==> config.mk <==
export PLATFORM = sky130hd
export DESIGN_NAME = sram_controller
export DESIGN_NICKNAME = d
export VERILOG_FILES = /design/src/rtl/arm_mem_pkg.sv /design/src/rtl/sram_controller.sv
export SDC_FILE = /design/constraint.sdc
export NUM_CORES = 1
export LEC_CHECK = 0
export ABC_AREA = 1
export CORE_MARGIN = 5
export CORE_UTILIZATION = 47
export DETAILED_ROUTE_END_ITERATION = 16
export PLACE_DENSITY = 0.81
export SLEW_MARGIN = 5
export SYNTH_ARGS = -nofsm -noshare
export SYNTH_HDL_FRONTEND = slang
export SYNTH_SLANG_ARGS = --single-unit
export TNS_END_PERCENT = 10
==> constraint.sdc <==
create_clock -name clk -period 1.9 [get_ports clk]
set_input_delay 0.38 -clock clk [delete_from_list [all_inputs] [get_ports clk]]
set_output_delay 0.38 -clock clk [all_outputs]
set_load 0.01 [all_outputs]
==> src/rtl/arm_mem_pkg.sv <==
// Shared definitions for the MEM-stage SRAM controller.
//   state_t       : controller FSM encoding
//   BASE_ADDR_DEF : byte address that maps to SRAM word 0
//   SRAM_DW       : external SRAM data width
package arm_mem_pkg;

  typedef enum logic [1:0] {
    IDLE = 2'd0,
    HI   = 2'd1,
    LO   = 2'd2,
    DONE = 2'd3
  } state_t;

  localparam int unsigned BASE_ADDR_DEF = 1024;
  localparam int          SRAM_DW       = 16;

endpackage

==> src/rtl/sram_controller.sv <==
// Sequences 32-bit MEM-stage loads/stores onto a 16-bit asynchronous SRAM
// as two halfword phases (high half first, big-endian), each with
// WAIT_CYCLES strobe cycles plus one recovery/sample cycle.
// Ports:
//   clk, rst            : clock, async active-low reset
//   mem_r_en, mem_w_en  : requests held by the pipeline until ready
//   address, data       : byte address and write data
//   data_memory_out     : last completed read word
//   ready               : high when idle or in the single completion cycle
//   sram_*              : external SRAM address, data and active-low strobes
module sram_controller
  import arm_mem_pkg::*;
#(
  parameter int unsigned BASE_ADDR   = BASE_ADDR_DEF,
  parameter int          SRAM_ADDR_W = 18,
  parameter int          WAIT_CYCLES = 1
) (
  input  logic                   clk,
  input  logic                   rst,
  input  logic                   mem_r_en,
  input  logic                   mem_w_en,
  input  logic [31:0]            address,
  input  logic [31:0]            data,
  output logic [31:0]            data_memory_out,
  output logic                   ready,
  output logic [SRAM_ADDR_W-1:0] sram_addr,
  input  logic [SRAM_DW-1:0]     sram_dq_in,
  output logic [SRAM_DW-1:0]     sram_dq_out,
  output logic                   sram_dq_oe,
  output logic                   sram_ce_n,
  output logic                   sram_we_n,
  output logic                   sram_oe_n
);

  localparam int CW = (WAIT_CYCLES < 1) ? 1 : $clog2(WAIT_CYCLES + 1);
  localparam int IW = SRAM_ADDR_W - 1;  // word index width

  state_t              state_q, state_d;
  logic [CW-1:0]       cnt_q;
  logic                wr_q;     // latched operation: 1 = write
  logic                inr_q;    // latched address-in-range flag
  logic [IW-1:0]       idx_q;    // latched SRAM word index
  logic [31:0]         wdata_q;
  logic [SRAM_DW-1:0]  rhi_q;    // high halfword captured in HI phase
  logic [31:0]         dmo_q;

  logic [31:0] offs;
  logic        in_range;
  logic        req;
  logic        last;

  assign offs = address - 32'(BASE_ADDR);
  // index < 2^IW  <=>  byte offset < 2^(IW+2) = 2^(SRAM_ADDR_W+1)
  assign in_range = (address >= 32'(BASE_ADDR)) &&
                    ((offs >> (SRAM_ADDR_W + 1)) == 32'd0);
  assign req  = mem_r_en | mem_w_en;
  assign last = (cnt_q == CW'(WAIT_CYCLES));

  assign data_memory_out = dmo_q;

  always_comb begin
    state_d     = state_q;
    ready       = 1'b0;
    sram_addr   = '0;
    sram_dq_out = '0;
    sram_dq_oe  = 1'b0;
    sram_ce_n   = 1'b1;
    sram_we_n   = 1'b1;
    sram_oe_n   = 1'b1;
    case (state_q)
      IDLE: begin
        ready = ~req;
        if (req) state_d = HI;
      end
      HI, LO: begin
        if (last) state_d = (state_q == HI) ? LO : DONE;
        // out-of-range accesses run the handshake with the chip deselected
        if (inr_q) begin
          sram_ce_n = 1'b0;
          sram_addr = {idx_q, (state_q == LO)};
          if (wr_q) begin
            sram_dq_oe  = 1'b1;
            sram_dq_out = (state_q == HI) ? wdata_q[31:16] : wdata_q[15:0];
            sram_we_n   = last;  // last cycle releases WE for write recovery
          end else begin
            sram_oe_n = 1'b0;
          end
        end
      end
      DONE: begin
        ready   = 1'b1;
        state_d = IDLE;
      end
      default: state_d = IDLE;
    endcase
  end

  always_ff @(posedge clk or negedge rst) begin
    if (!rst) begin
      state_q <= IDLE;
      cnt_q   <= '0;
      wr_q    <= 1'b0;
      inr_q   <= 1'b0;
      idx_q   <= '0;
      wdata_q <= '0;
      rhi_q   <= '0;
      dmo_q   <= '0;
    end else begin
      state_q <= state_d;
      case (state_q)
        IDLE: begin
          cnt_q <= '0;
          if (req) begin
            wr_q    <= mem_w_en;  // write wins over a simultaneous read
            inr_q   <= in_range;
            idx_q   <= offs[IW+1:2];
            wdata_q <= data;
          end
        end
        HI: begin
          cnt_q <= last ? '0 : cnt_q + CW'(1);
          if (last && !wr_q) rhi_q <= inr_q ? sram_dq_in : '0;
        end
        LO: begin
          cnt_q <= last ? '0 : cnt_q + CW'(1);
          // publish the full word so it is visible in the DONE cycle
          if (last && !wr_q) dmo_q <= {rhi_q, (inr_q ? sram_dq_in : 16'h0)};
        end
        default: cnt_q <= '0;
      endcase
    end
  end

endmodule

==> results of run 1 <==
-- layer usage --
metal,GRT usage,vias to the layer above
li1,-,2273
met2,0.3437,173
met3,0.04205,20
met4,0.07051,0
met1,0.2751,2161
met5,0,-
-- cells in the final DEF (no fill, tap or decap), types with 9 or more instances in the layout --
cell,netlist,final
nand3_1,11,11
clkdlybuf4s50_1,0,112
nor2_2,5,14
buf_4,0,34
dfrtp_1,102,102
buf_2,10,34
mux2_2,16,16
inv_1,43,40
clkbuf_8,2,9
a21oi_2,0,14
nor2_1,58,48
o21ai_0,50,50
nand2_1,246,243
-- path summary, 6_finish.rpt --
path | end | depth (start not counted) | startpoint
hold reg to reg | cnt_q$_DFF_PN0_ | 1 | cnt_q$_DFF_PN0_
setup / recovery | sram_dq_out[15] | 8 | state_q[0]$_DFFE_PN0P_
setup reg to reg | data_memory_out[28]$_DFFE_PN0P_ | 8 | state_q[0]$_DFFE_PN0P_
hold / removal | cnt_q$_DFF_PN0_ | 1 | cnt_q$_DFF_PN0_
min in group asynchronous | data_memory_out[3]$_DFFE_PN0P_ | 2 | rst
max in group asynchronous | cnt_q$_DFF_PN0_ | 3 | rst
-- final cells by class --
class	instances	share of cell area
Sequential cell	102	0.3587
Multi-Input combinational cell	438	0.3075
Timing Repair Buffer	196	0.2534
Inverter	49	0.02655
Tap cell	136	0.02391
Clock buffer	11	0.01846
Clock inverter	5	0.01143
-- synth_stat cells, drive strengths merged --
cell type,count,area share
a21oi,16,0.016
a22oi,1,0.0015
a31oi,3,0.0038
buf,13,0.012
clkbuf,13,0.014
clkinv,2,0.0015
dfrtp,102,0.52
ha,5,0.013
inv,47,0.036
mux2,16,0.037
nand2,251,0.20
nand3,11,0.011
nand3b,4,0.0061
nand4,4,0.0051
nor2,66,0.059
nor3,1,0.0010
o211ai,1,0.0015
o21ai,51,0.052
or2,4,0.0051
xnor2,2,0.0036
xor2,2,0.0036
-- where the power goes --
group          switching (uW)  internal (uW)  total [uW]
clock                     717            747        1460
sequential                547           3160        3700
combinational            1890           1800        3690
total                    3150           5710        8860
-- metrics by stage --
stage / total power [uW] / instance area [um2] / util / setup WS [ns]
6_report: 8857 / 7116 / 0.6924 / -0.2879
5_1_grt: 9540 / 7116 / 0.6924 / -0.3739
4_1_cts: 8837 / 7057 / 0.6866 / -0.2569
3_5_place_dp: 7191 / 6807 / 0.6623 / -0.4161
3_3_place_gp: 7006 / 6807 / 0.6623 / -0.3970
2_1_floorplan: 5430 / 4912 / - / 0.01277
-- sequential cells by signal (all words and copies together), names as in the netlist --
| register | count |
|---|---|
| wr_q | 1 |
| data_memory_out | 32 |
| cnt_q | 1 |
| rhi_q | 16 |
| inr_q | 1 |
| idx_q | 17 |
| state_q | 2 |
| wdata_q | 32 |
-- cells by family after synthesis --
group                      Yosys count  share of synthesized area
AOI/OAI and AO/OA                   72                    0.07518
xor gates and xnor gates             4                   0.007137
adders and majority gates            5                    0.01274
buffers and inverters               75                    0.06397
DFF                                102                     0.5199
muxes                               16                    0.03670
and+or+nand+nor                    341                     0.2844
-- timing repair --
action                                 CTS  global route
gates resized for setup                180            26
hold buffers                             1             0
endpoints found under the hold margin   29             0
pin swaps                                3             3
setup buffers                            6             4
setup endpoints to repair               39            39
==> qor.json, run 1 <==
{
  "run_status": "complete, but fails checks",
  "violations": "negative setup slack",
  "clkSlewWorstSetupHoldPaths_ns": 0.09,
  "post-dp-hpwl_um": 10030,
  "core_region_area_um2": 10280,
  "classification_of_the_worst_setup_path": "reg2out",
  "finalWorstSetupSlack_ns": -0.2879,
  "fin_nets": 885,
  "synth_fp_nets": 704,
  "top_level_ports": 155,
  "critical_path.max_fanout": 8,
  "globalRoute.totalOverflow": 0,
  "seq_area_frac_synth": 0.5199,
  "initial_core_utilization": 0.4777,
  "critical_path.n_buffers_inverters": 4,
  "final_cells": 937,
  "tritoncts": "done",
  "syn_area_per_cell_um2": 7.983,
  "postRouteWirelength_um": 13120,
  "ff2ff_setup_slack_ns": 0.08,
  "cp_data_arrival_time_ns": 1.81,
  "route.met3.wl_um": 865,
  "finalSetupTns_ns": -7.248,
  "cell_count_after_placement": 910,
  "setup_viol": 38,
  "flow.area_growth_from_synthesis_pct": 44.93,
  "antenna_violations_before_repair": 0,
  "route.detailed.vias_per_inst": 4.938,
  "cts_buffers": 9,
  "core.rowCount": 37,
  "clkLatencyLatePin_ns": 0.35,
  "aggregate_global_route_resource_usage": 0.2082,
  "cts_htree_levels": 3,
  "route.layer.met1.wl_um": 5631,
  "die_width_um": 112.2,
  "synthesis.area_um2": 4910,
  "route.top_layer_used": "met4",
  "chipHeight_um": 112.2,
  "maxSlewHeadroom": 0.7262,
  "worst_margin_pin_slew_ns": 0.4107,
  "post-route-min-period_ns": 2.188,
  "num_antenna_cells": 0,
  "maxClockFrequency_mhz": 457.1,
  "post_synth_inst_count": 615,
  "rsz0062_at_grt": "yes",
  "ctsLongestPathBuffers": 2,
  "power.leakage_uw": 0.003465,
  "place.gp.congestion": 0.9275,
  "timing.final.crit_share": 1.152,
  "root_buffer": "clkbuf_8",
  "worstSetupEndpointType": "output port",
  "final_hold_violation_count": 0,
  "drcViolationCount": 0,
  "worst_hold_slack_across_all_endpoints_ns": 0.4592,
  "max-vdd-ir-drop_mv": 0.6052,
  "layout.area.seq_um2": 2552,
  "firstDrtPassIters": 5,
  "crit_slowest_cell": "dfrtp_1",
  "vias_after_detailed_routing": 4627,
  "drt-wirelength-per-cell_um": 14.00,
  "fillers": 835,
  "postSynthRegisterBits": 102,
  "max_slew_violation_total_from_the_final_report": 0,
  "yosysWarnings": 0,
  "io_buffers": 152,
  "initialDrtViolationCount": 294,
  "via_count_of_the_first_global_routing_pass": 4656,
  "worstPathCellList": "inv_2, ha_4, nand2_4, nor2_4, clkinvlp_4, buf_8, a21oi_2, buf_2",
  "crit_path_start_kind": "register",
  "synth_cell_types": 31,
  "fp.dieArea_um2": 12590,
  "grt_pass1_wl_um": 21850,
  "detail-route-antenna-nets": 0,
  "drive_gt1_frac": 0.2110,
  "required_worst_endpoint_ns": 1.52,
  "multi_input_comb_area_um2": 2188,
  "num_clock_sinks": 102,
  "total_power_per_unit_cell_area_nw_per_um2": 1245,
  "dr_wl_met2_um": 6342,
  "critical_path.top_delay_family": "buffers and inverters",
  "max_cap_violations": 0,
  "worst_hold_path_type": "reg2reg",
  "final.setup_skew_ns": 0.01103,
  "grt_max_degree": 49,
  "slowest_delay_ns": 0.38
}
No activity file was read; power rests on OpenSTA's default activity.
==> run 2: changes to the inputs <==
CORE_ASPECT_RATIO = 2   (was not set)
==> qor.json, run 2 (synthesis results as in run 1) <==
{
  "io_buffers": 152,
  "globalRoute.totalOverflow": 0,
  "fin_nets": 886,
  "fp.dieArea_um2": 12710,
  "chipHeight_um": 154.5,
  "postRouteWirelength_um": 14400,
  "detail-route-antenna-nets": 0,
  "total_power_per_unit_cell_area_nw_per_um2": 1279,
  "route.top_layer_used": "met4",
  "crit_slowest_cell": "dfrtp_1",
  "vias_after_detailed_routing": 4619,
  "route.layer.met1.wl_um": 5027,
  "firstDrtPassIters": 5,
  "violations": "negative setup slack",
  "fin_util": 0.7080,
  "num_clock_sinks": 102,
  "initial_core_utilization": 0.4837,
  "share_seq_of_total_power": 0.403,
  "worst_margin_pin_slew_ns": 0.5693,
  "cp_data_arrival_time_ns": 1.77,
  "final.setup_skew_ns": 0.01052,
  "maxSlewHeadroom": 0.6205,
  "required_worst_endpoint_ns": 1.52,
  "tritoncts": "done",
  "ctsLongestPathBuffers": 2,
  "via_count_of_the_first_global_routing_pass": 4860,
  "timing.final.crit_share": 1.134,
  "power_report.internal_total_uw": 5857,
  "layout.area.seq_um2": 2552,
  "critical_path.top_delay_family": "buffers and inverters",
  "commonest_cells_after_routing_fill_and_taps_aside": "nand2_1, clkdlybuf4s50_1, dfrtp_1, o21ai_0, nor2_1",
  "core_region_area_um2": 10150,
  "power_switching_share": 0.3626,
  "route.detailed.vias_per_inst": 4.924,
  "slowest_delay_ns": 0.40,
  "critical_path.n_buffers_inverters": 5,
  "crit_path_start_kind": "register",
  "net-switching-power_uw": 3332,
  "worstSetupEndpointType": "output port",
  "layout.cells.most_common": "nand2_1",
  "root_buffer": "clkbuf_16",
  "final_hold_violation_count": 0,
  "place.gp.congestion": 0.9015,
  "flow.area_growth_from_synthesis_pct": 46.36,
  "share_comb_of_total_power": 0.405,
  "grt_pass1_wl_um": 23030,
  "critical_path.max_fanout": 5,
  "die_width_um": 82.27,
  "worst_hold_slack_across_all_endpoints_ns": 0.06526,
  "worstPathCellList": "buf_4, buf_4, ha_4, clkinv_4, buf_6, nand2_1, a21oi_2, buf_2",
  "rsz0062_at_grt": "yes",
  "cts_buffers": 9,
  "initialDrtViolationCount": 197,
  "top_level_ports": 155,
  "clkSlewWorstSetupHoldPaths_ns": 0.07,
  "max-vdd-ir-drop_mv": 0.7887,
  "fillers": 842,
  "dr_wl_met2_um": 7970,
  "drt-wirelength-per-cell_um": 15.35,
  "final_cells": 938,
  "aggregate_global_route_resource_usage": 0.2353,
  "post-route-min-period_ns": 2.154,
  "dp_slack_ns": -0.3904,
  "clockPowerShare": 0.192,
  "setup_viol": 33,
  "cts_htree_levels": 3,
  "drive_gt1_frac": 0.2170,
  "route.met3.wl_um": 649,
  "max_slew_violation_total_from_the_final_report": 0,
  "drcViolationCount": 0,
  "worst_hold_path_type": "in2async",
  "core.rowCount": 52,
  "finalWorstSetupSlack_ns": -0.2539,
  "cell_with_the_most_instances_on_the_worst_path": "buf_4",
  "quantity_of_hold_fixing_buffers_added_after_cts": 0,
  "clkLatencyLatePin_ns": 0.34,
  "antenna_violations_before_repair": 1,
  "cell_count_after_placement": 914,
  "post-dp-hpwl_um": 10860,
  "max_cap_violations": 0,
  "run_status": "complete, but fails checks",
  "finalSetupTns_ns": -4.027,
  "grt_max_degree": 103,
  "multi_input_comb_area_um2": 2188,
  "maxClockFrequency_mhz": 464.3,
  "classification_of_the_worst_setup_path": "reg2out",
  "power.leakage_uw": 0.003505
}
==> run 2: cell type report <==
type	count	area share
sequential	102	0.3552
inverter	49	0.02664
clock inverter	7	0.009229
clock buffer	9	0.03134
multi-input combinational	438	0.3045
tap	135	0.02351
antenna	1	0.0003483
timing repair buffer	197	0.2492
==> run 2: per-layer routing <==
metal / vias to the layer above / track usage
li1: 2283 / -
met1: 2128 / 0.2392
met2: 158 / 0.4280
met3: 50 / 0.03260
met4: 0 / 0.1474
met5: - / 0
==> run 2: power by group through the flow <==
stage | sequential (uW) | clock (uW) | combinational (uW)
2_1_floorplan | 3700 | 0 | 1730
6_report | 3710 | 1760 | 3720
5_1_grt | 3820 | 1910 | 4170
3_3_place_gp | 3670 | 0 | 3270
4_1_cts | 3690 | 1820 | 3650
3_5_place_dp | 3720 | 0 | 3410
==> run 2: per-stage QoR <==
stage	power (uW)	area [um2]
2_1_floorplan	5430	4912
3_3_place_gp	6934	6818
3_5_place_dp	7125	6818
4_1_cts	9162	7123
5_1_grt	9904	7186
6_report	9189	7186
==> run 2: repair_timing <==
| action | in CTS | in global routing |
|---|---|---|
| endpoints found under the setup margin | 39 | 38 |
| setup buffers | 4 | 1 |
| resized for setup | 190 | 20 |
| pin swaps | 4 | 7 |
| gates cloned | 2 | 0 |
==> run 2: worst paths after layout <==
check | start | to | slack (ns) | cells after the start
max in group asynchronous | rst | wdata_q[14]$_DFFE_PN0P_ | 1.37 | 2
worst max register to register | state_q[0]$_DFFE_PN0P_ | data_memory_out[16]$_DFFE_PN0P_ | 0.17 | 7
min in group clk | cnt_q$_DFF_PN0_ | cnt_q$_DFF_PN0_ | 0.45 | 1
worst max-delay path | state_q[0]$_DFFE_PN0P_ | sram_dq_out[8] | -0.25 | 8
worst min register to register | cnt_q$_DFF_PN0_ | cnt_q$_DFF_PN0_ | 0.45 | 1
worst min-delay path | rst | data_memory_out[14]$_DFFE_PN0P_ | 0.07 | 2
